==> config.mk <==
export PLATFORM = sky130hd
export DESIGN_NAME = start_stop_conditioner
export DESIGN_NICKNAME = d
export VERILOG_FILES = /design/src/rtl/start_stop_conditioner.sv
export SDC_FILE = /design/constraint.sdc
export NUM_CORES = 1
export LEC_CHECK = 0
export BUFFER_PORTS_ARGS = -buffer_cell sky130_fd_sc_hd__buf_2
export CORE_MARGIN = 2
export CORE_UTILIZATION = 45
export DETAILED_ROUTE_END_ITERATION = 8
export PLACE_DENSITY = 0.6
export SLEW_MARGIN = 25
export SYNTH_ARGS = -nofsm -noshare
export SYNTH_HDL_FRONTEND = slang
export SYNTH_SLANG_ARGS = --single-unit
==> constraint.sdc <==
create_clock -name clk -period 1.9 [get_ports clk]
set_clock_uncertainty 0.15 [all_clocks]
set_input_delay 0.38 -clock clk [delete_from_list [all_inputs] [get_ports clk]]
set_output_delay 0.38 -clock clk [all_outputs]
set_load 0.05 [all_outputs]
==> src/rtl/start_stop_conditioner.sv <==
// Synchronise and debounce the raw start/stop push-buttons and turn each
// debounced press into a single-cycle pulse, with stop winning any collision.

module start_stop_conditioner_chan #(
  parameter int unsigned DEBOUNCE_CYCLES = 16,
  parameter int unsigned CNT_W           = 16
) (
  input  logic clk,
  input  logic reset,
  input  logic raw_i,
  output logic level_o,
  output logic rise_c
);

  localparam logic [CNT_W-1:0] CntMax = CNT_W'(DEBOUNCE_CYCLES - 1);

  logic             sync1_q;
  logic             sync2_q;
  logic             level_q;
  logic             level_d;
  logic [CNT_W-1:0] cnt_q;
  logic [CNT_W-1:0] cnt_d;

  // Two-flop synchroniser; only sync2_q is used past this point.
  always_ff @(posedge clk or posedge reset) begin
    if (reset) begin
      sync1_q <= 1'b0;
      sync2_q <= 1'b0;
    end else begin
      sync1_q <= raw_i;
      sync2_q <= sync1_q;
    end
  end

  // Level flips only after DEBOUNCE_CYCLES consecutive disagreeing samples.
  always_comb begin
    level_d = level_q;
    cnt_d   = cnt_q;
    if (sync2_q == level_q) begin
      cnt_d = '0;
    end else if (cnt_q == CntMax) begin
      level_d = sync2_q;
      cnt_d   = '0;
    end else begin
      cnt_d = cnt_q + CNT_W'(1);
    end
  end

  always_ff @(posedge clk or posedge reset) begin
    if (reset) begin
      level_q <= 1'b0;
      cnt_q   <= '0;
    end else begin
      level_q <= level_d;
      cnt_q   <= cnt_d;
    end
  end

  assign level_o = level_q;
  assign rise_c  = level_d & ~level_q;

endmodule

module start_stop_conditioner #(
  parameter int unsigned DEBOUNCE_CYCLES = 16,
  parameter int unsigned CNT_W           = 16
) (
  input  logic clk,
  input  logic reset,
  input  logic btn_start_raw,
  input  logic btn_stop_raw,
  output logic start,
  output logic stop,
  output logic start_level,
  output logic stop_level
);

  logic start_rise_c;
  logic stop_rise_c;
  logic start_q;
  logic start_d;
  logic stop_q;
  logic stop_d;

  start_stop_conditioner_chan #(
    .DEBOUNCE_CYCLES (DEBOUNCE_CYCLES),
    .CNT_W           (CNT_W)
  ) u_start_chan (
    .clk     (clk),
    .reset   (reset),
    .raw_i   (btn_start_raw),
    .level_o (start_level),
    .rise_c  (start_rise_c)
  );

  start_stop_conditioner_chan #(
    .DEBOUNCE_CYCLES (DEBOUNCE_CYCLES),
    .CNT_W           (CNT_W)
  ) u_stop_chan (
    .clk     (clk),
    .reset   (reset),
    .raw_i   (btn_stop_raw),
    .level_o (stop_level),
    .rise_c  (stop_rise_c)
  );

  // A colliding start press is dropped, not deferred.
  always_comb begin
    start_d = start_rise_c & ~stop_rise_c;
    stop_d  = stop_rise_c;
  end

  always_ff @(posedge clk or posedge reset) begin
    if (reset) begin
      start_q <= 1'b0;
      stop_q  <= 1'b0;
    end else begin
      start_q <= start_d;
      stop_q  <= stop_d;
    end
  end

  assign start = start_q;
  assign stop  = stop_q;

endmodule

; ---- After elaboration in Yosys (flattened, before gate mapping)
; Index checks and enable logic that the tools add are counted.
[classes]
addsub = 2
eq_ne = 4
n_mux = 8
bitwise = 6
[op_table]
columns = cell, n
row1 = $mux W16, 4
row2 = $add A16 B1 Y16 const B, 2
row3 = $eq A16 B4 Y1 const B, 2
row4 = $mux W1, 4
row5 = $and A1 B1 Y1, 3
row6 = $not A1 Y1, 3
row7 = $eq A1 B1 Y1, 2
[word_totals]
regBits = 40
in_bits = 4
out_inout_bits = 4
elab_cells = 30

; ---- Depth between registers and ports, before layout
; Gate-level depths: netlist (run 1).
[logic_depth]
depth_word = 6
ltp_mapped = 6
depth_no_buf = 5

; ---- Modules after synthesis
; A second synthesis (run 1) with hierarchy kept.
[unflattened]
cells_unflattened = 180
hier_area_um2 = 1946.9
[by_module_without_submodules]
columns = mod, n_inst, cells_each, area_each_um2
row1 = start_stop_conditioner_chan, 2, 88, 939.7
row2 = start_stop_conditioner, 1, 4, 67.6

; ---- Worst setup path before layout (run 1)
; OpenSTA, ideal clock, no wires.
[synth_path]
path_kind = flip-flop to flip-flop
startpoint = reg u_stop_chan.cnt_q[0]
endpoint = reg u_stop_chan.cnt_q[10]
t_arrival_ns = 1.373
slack_ns = 0.255
stages_incl_launch_ff = 7
path_buffers = 1
path_cell_list = dfrtp_1 > ha_1 > and3_2 > nand4_1 > nand2_1 > buf_2 > nor2_1
[synth_via]
elab_chain_cells = 3
word_cells_on_any_way = 4
[synth_rtl]
columns = item, line
row1 = "start, declared", 21  ; logic [CNT_W-1:0] cnt_q;
row2 = "start signal, assigned", 55  ; cnt_q <= cnt_d;
row3 = $add A16 B1 Y16 / $eq A16 B4 Y1 (equally long branches), "45, 41"
row4 = $mux W16 *, 41  ; end else if (cnt_q == CntMax) begin
row5 = $mux W16 *, 39  ; if (sync2_q == level_q) begin
row6 = net u_stop_chan.cnt_d[10], 22  ; logic [CNT_W-1:0] cnt_d;
; The timed path passes the listed nets; every way through them passes the cells marked *.

; ---- Worst setup path in the final report (run 1)
[layout_path]
startpoint = reg u_stop_chan.cnt_q[0]
endpoint = reg start_q, in the netlist start
[layout_via]
elab_chain_cells = 6
[layout_rtl]
columns = item, line
row1 = $eq A16 B4 Y1, 41
row2 = $mux W1, 41
row3 = $mux W1, 39
row4 = $and A1 B1 Y1, 60  ; assign rise_c = level_d & ~level_q;
row5 = net stop_d, 83  ; logic stop_d;
row6 = $not A1 Y1, 109  ; start_d = start_rise_c & ~stop_rise_c;
row7 = $and A1 B1 Y1, 109
row8 = net start_d, 81  ; logic start_d;
row9 = "end signal, assigned", 118  ; start_q <= start_d;
row10 = "end, declared", 80  ; logic start_q;
; The timed path passes the listed nets, and every way through them passes these cells.

==> results of run 1 <==
[per-stage QoR]
step                      cells  power (W)  instance area (µm²)  TNS, ps  hold slack (ps)
after detailed placement    235  0.0009544                 1978        0            192.6
after global routing        243   0.001579                 2086   -9.745            35.86
after global placement      235  0.0009531                 1978        0            194.2
after floorplan             172  0.0009323                 1831        0            181.2
final                       243   0.001512                 2086        0            37.99
after CTS                   243   0.001536                 2068        0            38.74
[power by group through the flow]
stage | clock network, W | registers, W | logic [W]
2_1_floorplan | 0 | 0.000895 | 0.0000374
3_3_place_gp | 0 | 0.000897 | 0.0000561
3_5_place_dp | 0 | 0.000898 | 0.0000569
4_1_cts | 0.000597 | 0.000881 | 0.0000577
5_1_grt | 0.000630 | 0.000883 | 0.0000658
6_report | 0.000576 | 0.000881 | 0.0000549
[final timing paths]
kind	start	end	slack (ps)	cells after the start
setup / recovery	u_stop_chan.cnt_q[0]$_DFF_PP0_	start$_DFF_PP0_	120	5
hold / removal	reset	u_stop_chan.cnt_q[10]$_DFF_PP0_	40	3
setup reg to reg	u_stop_chan.cnt_q[0]$_DFF_PP0_	start$_DFF_PP0_	120	5
hold reg to reg	u_start_chan.sync1_q$_DFF_PP0_	u_start_chan.sync2_q$_DFF_PP0_	200	0
max in group asynchronous	reset	u_stop_chan.cnt_q[4]$_DFF_PP0_	1210	3
min in group clk	btn_stop_raw	u_stop_chan.sync1_q$_DFF_PP0_	50	1
[cell families (layout without fill, tap and decap cells)]
logic type	after synthesis	in the layout
mux	2	2
buf+inv	7	28
fa+ha+maj	2	2
flops	40	40
compound gates	4	4
simple gates	89	89
xor+xnor	28	28
[sequential cells by signal (all words and copies together), names as in the netlist]
| name | flops |
|---|---|
| u_start_chan.sync1_q | 1 |
| start | 1 |
| u_start_chan.sync2_q | 1 |
| u_start_chan.level_o | 1 |
| u_stop_chan.sync2_q | 1 |
| u_stop_chan.sync1_q | 1 |
| u_stop_chan.level_o | 1 |
| u_stop_chan.cnt_q | 16 |
| u_start_chan.cnt_q | 16 |
| stop | 1 |
[area by class of cell]
type	instances	area, µm²	area share
Sequential cell	40	1001	0.4799
Multi-Input combinational cell	125	818.3	0.3923
Timing Repair Buffer	15	95.09	0.04559
Clock buffer	8	90.09	0.04319
Tap cell	50	62.56	0.02999
Inverter	5	18.77	0.008998
[routing by layer]
metal | vias up | wire [µm] | share of wire
met5 | - | 0 | 0
met4 | 0 | 47 | 0.014
met3 | 4 | 89 | 0.027
met2 | 15 | 1560 | 0.47
met1 | 636 | 1656 | 0.49
li1 | 637 | - | -
[critical path, cell delays in order, from the launching register on]
cell     delay [ps]
dfrtp_1         430
ha_1            240
and3_2          230
nand4_1         210
nor3b_2         330
nor4b_2          80
[placed cells by master (no fill, tap or decap), drive strengths merged]
cell and count:
dfrtp 40, nor2 32, xnor2 20, buf 15, nor4 13, nand3 10, nand4 10, nand2 9
xor2 8, clkbuf 8, inv 5, nor3 5, and3 4, o31ai 2, or4 2, a21oi 2
mux2 2, ha 2, or2 1, and4 1, nor3b 1, nor4b 1
==> impl_metrics.toml, run 1 <==
[finish]
syn_to_final_growth_pct = 13.94
fin_nets = 198
final.fill_count = 363
insertedDiodeCount = 0
final_util = 0.5252
drive_above_1_share = 0.1658

[synthesis]
synth_top_family_by_area = "simple AND/OR/NAND/NOR gates"
syn_inst = 172
ys_ff_latch = 40
yosysTopAreaCell = "dfrtp_1"
async_flop_share = 1.000
synthAdderAreaFrac = 0.01367
ys_top_cells_by_count = "40 x dfrtp_1, 32 x nor2_1, 20 x xnor2_1"
synth_compound_area_frac = 0.01367
synth_top_area_share = 0.5468
synthFlopType = "dfrtp_1"
synthSimpleGateAreaFrac = 0.2638
yosysSeqAreaShare = 0.5468
synth_fp_nets = 178
muxShareOfSynthArea = 0.01230
synth_area_um2 = 1831
avgSynthCellArea_um2 = 10.64
ys_warn_count = 0
synth_cell_type_count = 25
synth-xor-area-share = 0.1340
synthTopCellsByArea = "dfrtp_1 55%, xnor2_1 9.6%, nor2_1 6.6%, nor4_1 4.4%, xor2_1 3.8%"
synth_edf_count = 0
yosysMostFrequentCell = "dfrtp_1"

[floorplan]
ios = 8
die_area_um2 = 4594
row_count = 23
core_area_um2 = 3971
start_util = 0.4609
fp.dieH_um = 67.78
die_w_um = 67.78

[critical_path]
cp_data_arrival_time_ps = 1800
worstPathMaxFanout = 4
crit_type = "reg -> reg"
worst-endpoint-required_ps = 1920
critPathLaunchType = "register"
cp-end-kind = "register"

[clock_tree]
clkTransAtPathRegs_ps = 80
clkLatencyLatePin_ps = 290
post-cts-setup-buffers = 0
hold_buffers = 0
clock_path_buffers = 2
cts_buffers = 5
cts_tree = "yes"
cts_root_buf = "clkbuf_8"
clock-sinks = 40
post_cts_resize_count = 0
htree_num_levels = 2

[grt]
met3_usage = 0.04000
grt_pass1_wl_um = 5885
grt_remaining_overflow = 0
use_met1 = 0.2441
busiest_layer = "met2"
first_global_vias = 1303
use_met2 = 0.2598
grt_use_total = 0.1754
grt_max_degree = 41
antenna_found_initial = 0

[sta]
worst_slew_pin_slew_ps = 487.4
slew_viol_final = 0
fin_ws_ps = 124.1
hold_violations = 0
fmax_ghz = 0.5631
setup_viol = 0
finalCriticalPeriod_ps = 1776
relSlewSlack = 0.6751
finalCritPeriodShare = 0.9347

[drt]
viasPerCell = 5.317
wl_per_cell_um = 13.80
vias = 1292
drtAntennaViolNets = 0
wl_um = 3353
firstDrtPassIters = 4
drt_iter0_markers = 60
drc = 0

[run_status]
status = "finished clean"

[power]
clkPwrFrac = 0.381
leakage_nw = 0.8945
ir_drop_mv = 0.4878
p_switching_w = 0.0003308
seqPwrFrac = 0.583
power_density_nw_per_um2 = 725.0
pwr-share-comb = 0.036
switching_share = 0.2188
power.internal_w = 0.001181

[place]
gp_congestion = 0.8243
io_buffers = 7
post-place-ws_ps = 100.8
hpwl_um = 2288

[min_path]
hp-class = "in -> async"

[run]
maxCapViolCount = 0
Note: power is estimated with default switching activity, not from simulation.
==> run 2, diff against run 1 <==
Settings changed: PLACE_DENSITY 0.6 to 0.73.
==> run 2 against run 1 <==
  * Global-route usage down 1.8 points
  * Sequential share of layout area decreased by 0.54 points
  * Non-clock buffer count is 2 higher
  * Wire length decreased by 9.2%
  * Sequential power hardly changed
  * Clock power is 18% higher
  * Critical path depth up 1
  * First-iteration DRC count up 5.0%
  * Clock-buffer cell count decreased by 3
  * Maximum frequency rose by 1.6%
  * Via count down 1.5%
  * Hold slack got worse by 0.57 ps
==> impl_metrics.toml, run 2 (same netlist as run 1, synthesis figures left out) <==
[grt]
grt_remaining_overflow = 0
use_met2 = 0.2439
met3_usage = 0.03000
first_global_vias = 1226
grt_use_total = 0.1569
grt_pass1_wl_um = 5333
grt_max_degree = 41
use_met1 = 0.2114
antenna_found_initial = 0
busiest_layer = "met2"

[critical_path]
cp-end-kind = "register"
crit_family = "simple AND/OR/NAND/NOR gates"
crit_type = "reg -> reg"
crit_slowest_cell = "dfrtp_1"
slowest_delay_ps = 430
worst-endpoint-required_ps = 1960
critPathLaunchType = "register"
worstPathMaxFanout = 8
crit_buf_inv = 1
cp_data_arrival_time_ps = 1810
cp_cell_sequence = "ha_1 > and3_2 > nand4_1 > nand2_1 > buf_4 > a21oi_1"

[drt]
vias = 1272
drc = 0
drt_iter0_markers = 63
firstDrtPassIters = 4
drtAntennaViolNets = 0
wl_per_cell_um = 12.43
viasPerCell = 5.192
wl_um = 3046

[finish]
final.fill_count = 345
syn_to_final_growth_pct = 15.24
fin_nets = 200
insertedDiodeCount = 0
drive_above_1_share = 0.1744
mostFrequentLayoutCells = "40 x dfrtp_1, 32 x nor2_1, 20 x xnor2_1"
final_cells = 245
reg_top3 = "u_start_chan.cnt_q x16, u_stop_chan.cnt_q x16"
final_common_cell = "dfrtp_1"

[floorplan]
ios = 8
row_count = 23
start_util = 0.4609
core_area_um2 = 3971
die_w_um = 67.78
die_area_um2 = 4594
fp.dieH_um = 67.78

[sta]
relSlewSlack = 0.6727
rsz0062_at_grt = "no"
slew_viol_final = 0
finalCriticalPeriod_ps = 1747
worst_slew_pin_slew_ps = 490.9
hold_violations = 0
fmax_ghz = 0.5723
finalCritPeriodShare = 0.9197
tns_ps = 0
setup_viol = 0

[clock_tree]
cts_root_buf = "clkbuf_8"
clock-sinks = 40
htree_num_levels = 2
clkTransAtPathRegs_ps = 80
clock_path_buffers = 2
post-cts-setup-buffers = 0
clkLatencyLatePin_ps = 290
cts_tree = "yes"
cts_buffers = 5

[place]
io_buffers = 7
hpwl_um = 2115
dp_cells = 237
gp_congestion = 0.7771

[run_status]
status = "finished clean"

[run]
maxCapViolCount = 0

[min_path]
hp-class = "in -> async"

[power]
power_density_nw_per_um2 = 764.9
ir_drop_mv = 0.6324
leakage_nw = 0.9108
## run 2: stage by stage
| step | hold slack [ps] | power [W] | instance area [µm²] | setup WS [ps] | utilization |
|---|---|---|---|---|---|
| floorplan | 181.2 | 0.0009323 | 1831 | 255.5 | - |
| global placement | 189.7 | 0.0009534 | 1993 | 196.8 | 0.5019 |
| detailed placement | 191.1 | 0.0009544 | 1993 | 151.1 | 0.5019 |
| CTS | 32.54 | 0.001638 | 2105 | 136.8 | 0.5299 |
| global route | 34.18 | 0.001675 | 2110 | 12.26 | 0.5312 |
| finish | 37.42 | 0.001613 | 2110 | 152.6 | 0.5312 |
## run 2: worst register-to-register path, cell delays in order, from the launching register on
cell and delay, ps:
dfrtp_1 430, ha_1 260, and3_2 240, nand4_1 160, nand2_1 100, buf_4 180
a21oi_1 150
## run 2: layout make-up
type / count / area [µm²] / area share
Clock buffer: 5 / 68.82 / 0.03262
Tap cell: 50 / 62.56 / 0.02966
Multi-Input combinational cell: 125 / 805.8 / 0.3820
Sequential cell: 40 / 1001 / 0.4745
Clock inverter: 3 / 42.54 / 0.02017
Inverter: 5 / 18.77 / 0.008897
Timing Repair Buffer: 17 / 110.1 / 0.05219
## run 2: worst paths after layout
check                      depth (start not counted)  slack (ps)                         endpoint                      startpoint
min                                                3          40  u_start_chan.cnt_q[0]$_DFF_PP0_                           reset
max reg2reg                                        6         150  u_stop_chan.cnt_q[13]$_DFF_PP0_  u_stop_chan.cnt_q[0]$_DFF_PP0_
max                                                6         150  u_stop_chan.cnt_q[13]$_DFF_PP0_  u_stop_chan.cnt_q[0]$_DFF_PP0_
min in group clk                                   1          40   u_start_chan.sync1_q$_DFF_PP0_                   btn_start_raw
min reg2reg                                        0         210   u_start_chan.sync2_q$_DFF_PP0_  u_start_chan.sync1_q$_DFF_PP0_
max in group asynchronous                          3        1220   u_start_chan.sync2_q$_DFF_PP0_                           reset
## run 2: routing by layer
| metal | share of wire | vias up |
|---|---|---|
| li1 | - | 645 |
| met1 | 0.50 | 605 |
| met2 | 0.46 | 16 |
| met3 | 0.025 | 6 |
| met4 | 0.019 | 0 |
| met5 | 0 | - |
## run 2: what timing repair did
| action | 4_1_cts | 5_1_grt |
|---|---|---|
| endpoints found under the setup margin | 0 | 1 |
| hold buffers | 0 | 0 |
| endpoints found under the hold margin | 0 | 0 |
| resized for setup | 0 | 1 |
## run 2: report_power, final
| group | switching, W | internal (W) | leakage, nW |
|---|---|---|---|
| clock network | 0.000289 | 0.000388 | 0.0541 |
| logic | 0.0000355 | 0.0000194 | 0.312 |
| registers | 0.0000155 | 0.000865 | 0.545 |
| total | 0.000340 | 0.00127 | 0.911 |
==> run 3, diff against run 2 <==
--- a/config.mk
+++ b/config.mk
@@ -12,2 +12,3 @@
 export PLACE_DENSITY = 0.73
+export RECOVER_POWER = 25
 export SLEW_MARGIN = 25
--- a/constraint.sdc
+++ b/constraint.sdc
@@ -4,2 +4,2 @@
 set_output_delay 0.38 -clock clk [all_outputs]
-set_load 0.05 [all_outputs]
+set_load 0.01 [all_outputs]
==> run 3 against run 2 <==
  * First-iteration DRC count unchanged
  * Highest routed layer unchanged
  * Maximum frequency unchanged
  * Power about the same
  * Sequential share of layout area increased by 0.056 points
  * Register-to-register slack about the same
  * Non-clock buffer count unchanged
  * Die area unchanged
  * Largest power group unchanged
  * Largest cell class unchanged
  * Sequential power about the same
==> impl_metrics.toml, run 3 (same netlist as run 1, synthesis figures left out) <==
[run_status]
status = "finished clean"

[drt]
drc = 0
vias = 1272
viasPerCell = 5.192
drtAntennaViolNets = 0
firstDrtPassIters = 4
wl_per_cell_um = 12.43
wl_um = 3046
drt_iter0_markers = 63

[floorplan]
core_area_um2 = 3971
row_count = 23
ios = 8
die_w_um = 67.78
fp.dieH_um = 67.78
die_area_um2 = 4594
start_util = 0.4609

[grt]
grt_pass1_wl_um = 5333
first_global_vias = 1226
busiest_layer = "met2"
use_met1 = 0.2114
met3_usage = 0.03000
grt_max_degree = 41
grt_use_total = 0.1569
use_met2 = 0.2439
antenna_found_initial = 0
grt_remaining_overflow = 0

[critical_path]
r2r_start = "u_stop_chan.cnt_q[0]$_DFF_PP0_"
critPathLaunchType = "register"
reg2reg_slack_ps = 150
r2r_cells = 6
r2r-end = "u_stop_chan.cnt_q[13]$_DFF_PP0_"
slowest_delay_ps = 430
cp_data_arrival_time_ps = 1810
worst-endpoint-required_ps = 1960
crit_slowest_cell = "dfrtp_1"
cp.depth = 6
endpoint = "u_stop_chan.cnt_q[13]$_DFF_PP0_"
worstPathMaxFanout = 8
crit_buf_inv = 1
cp-end-kind = "register"
critPathLaunch = "u_stop_chan.cnt_q[0]$_DFF_PP0_"
crit_family = "simple AND/OR/NAND/NOR gates"
cp_cell_sequence = "ha_1 > and3_2 > nand4_1 > nand2_1 > buf_4 > a21oi_1"
crit_type = "reg -> reg"

[clock_tree]
cts_tree = "yes"
htree_num_levels = 2
cts_buffers = 5
clkTransAtPathRegs_ps = 80
cts_root_buf = "clkbuf_8"
clock-sinks = 40
clock_path_buffers = 2
clkLatencyLatePin_ps = 290
hold_buffers = 0

[finish]
final_common_cell = "dfrtp_1"
insertedDiodeCount = 0
mostFrequentLayoutCells = "40 x dfrtp_1, 32 x nor2_1, 20 x xnor2_1"
syn_to_final_growth_pct = 15.11
final_cells = 245
drive_above_1_share = 0.1744
final_util = 0.5306
reg_top3 = "u_start_chan.cnt_q x16, u_stop_chan.cnt_q x16"
fin_nets = 200

[sta]
slew_viol_final = 0
setup_viol = 0
finalCritPeriodShare = 0.9197
hold_violations = 0
rsz0062_at_grt = "no"
finalCriticalPeriod_ps = 1747
worst_slew_pin_slew_ps = 951.9
fmax_ghz = 0.5723
relSlewSlack = 0.3654
tns_ps = 0

[place]
io_buffers = 7
dp_cells = 237
hpwl_um = 2115
gp_congestion = 0.7771

[min_path]
hold_start = "btn_start_raw"
hp-class = "in -> reg"

[power]
leakage_nw = 0.9101
design_power_total_w = 0.001613
ir_drop_mv = 0.6324
power_density_nw_per_um2 = 765.4

[run]
maxCapViolCount = 0
==> run 3: changes by cell type in the layout (fill, tap and decap cells not counted) <==
| cell | change |
|---|---|
| clkbuf_2 | +1 |
| buf_4 | -1 |
==> run 3: routing by layer <==
metal | routed length (µm) | vias to the layer above
met3 | 76 | 6
li1 | - | 645
met2 | 1390 | 16
met5 | 0 | -
met1 | 1521 | 605
met4 | 58 | 0
==> run 3: cell type report <==
cell class	count	area [µm²]
inverter	5	18.77
tap	50	62.56
sequential	40	1001
clock inverter	3	42.54
timing repair buffer	17	107.6
multi-input combinational	125	805.8
fill	346	1864
clock buffer	5	68.82
==> run 3: metrics by stage <==
step,hold WS (ps),cell area [µm²],setup WS (ps)
global route,34.18,2107,12.26
finish,41.52,2107,152.6
global placement,189.7,1993,196.8
CTS,32.54,2105,136.8
floorplan,181.2,1831,255.7
detailed placement,191.1,1993,151.1
==> run 3: where the power goes <==
group / leakage (nW) / switching [W] / internal (W)
sequential: 0.545 / 0.0000155 / 0.000865
combinational: 0.311 / 0.0000353 / 0.0000187
clock: 0.0541 / 0.000289 / 0.000388
==> run 3: worst min-delay path by stage <==
stage	to	slack (ps)	cells after the start
after floorplan	u_start_chan.sync2_q$_DFF_PP0_	180	0
after global placement	u_start_chan.sync2_q$_DFF_PP0_	190	0
after detailed placement	u_stop_chan.sync2_q$_DFF_PP0_	190	0
after CTS	u_start_chan.sync1_q$_DFF_PP0_	30	1
after global routing	u_stop_chan.sync1_q$_DFF_PP0_	30	1
final	u_start_chan.sync1_q$_DFF_PP0_	40	1
==> run 3: worst register-to-register path: cells and delay by family (launching register included) <==
kind	cells	cell delay (ps)
simple gates	3	500
flops	1	430
fa+ha+maj	1	260
buf+inv	1	180
compound gates	1	150
==> run 3: repair_timing <==
action	in CTS	in global routing
setup endpoints to repair	0	1
gates resized for setup	0	1
setup buffers	0	0
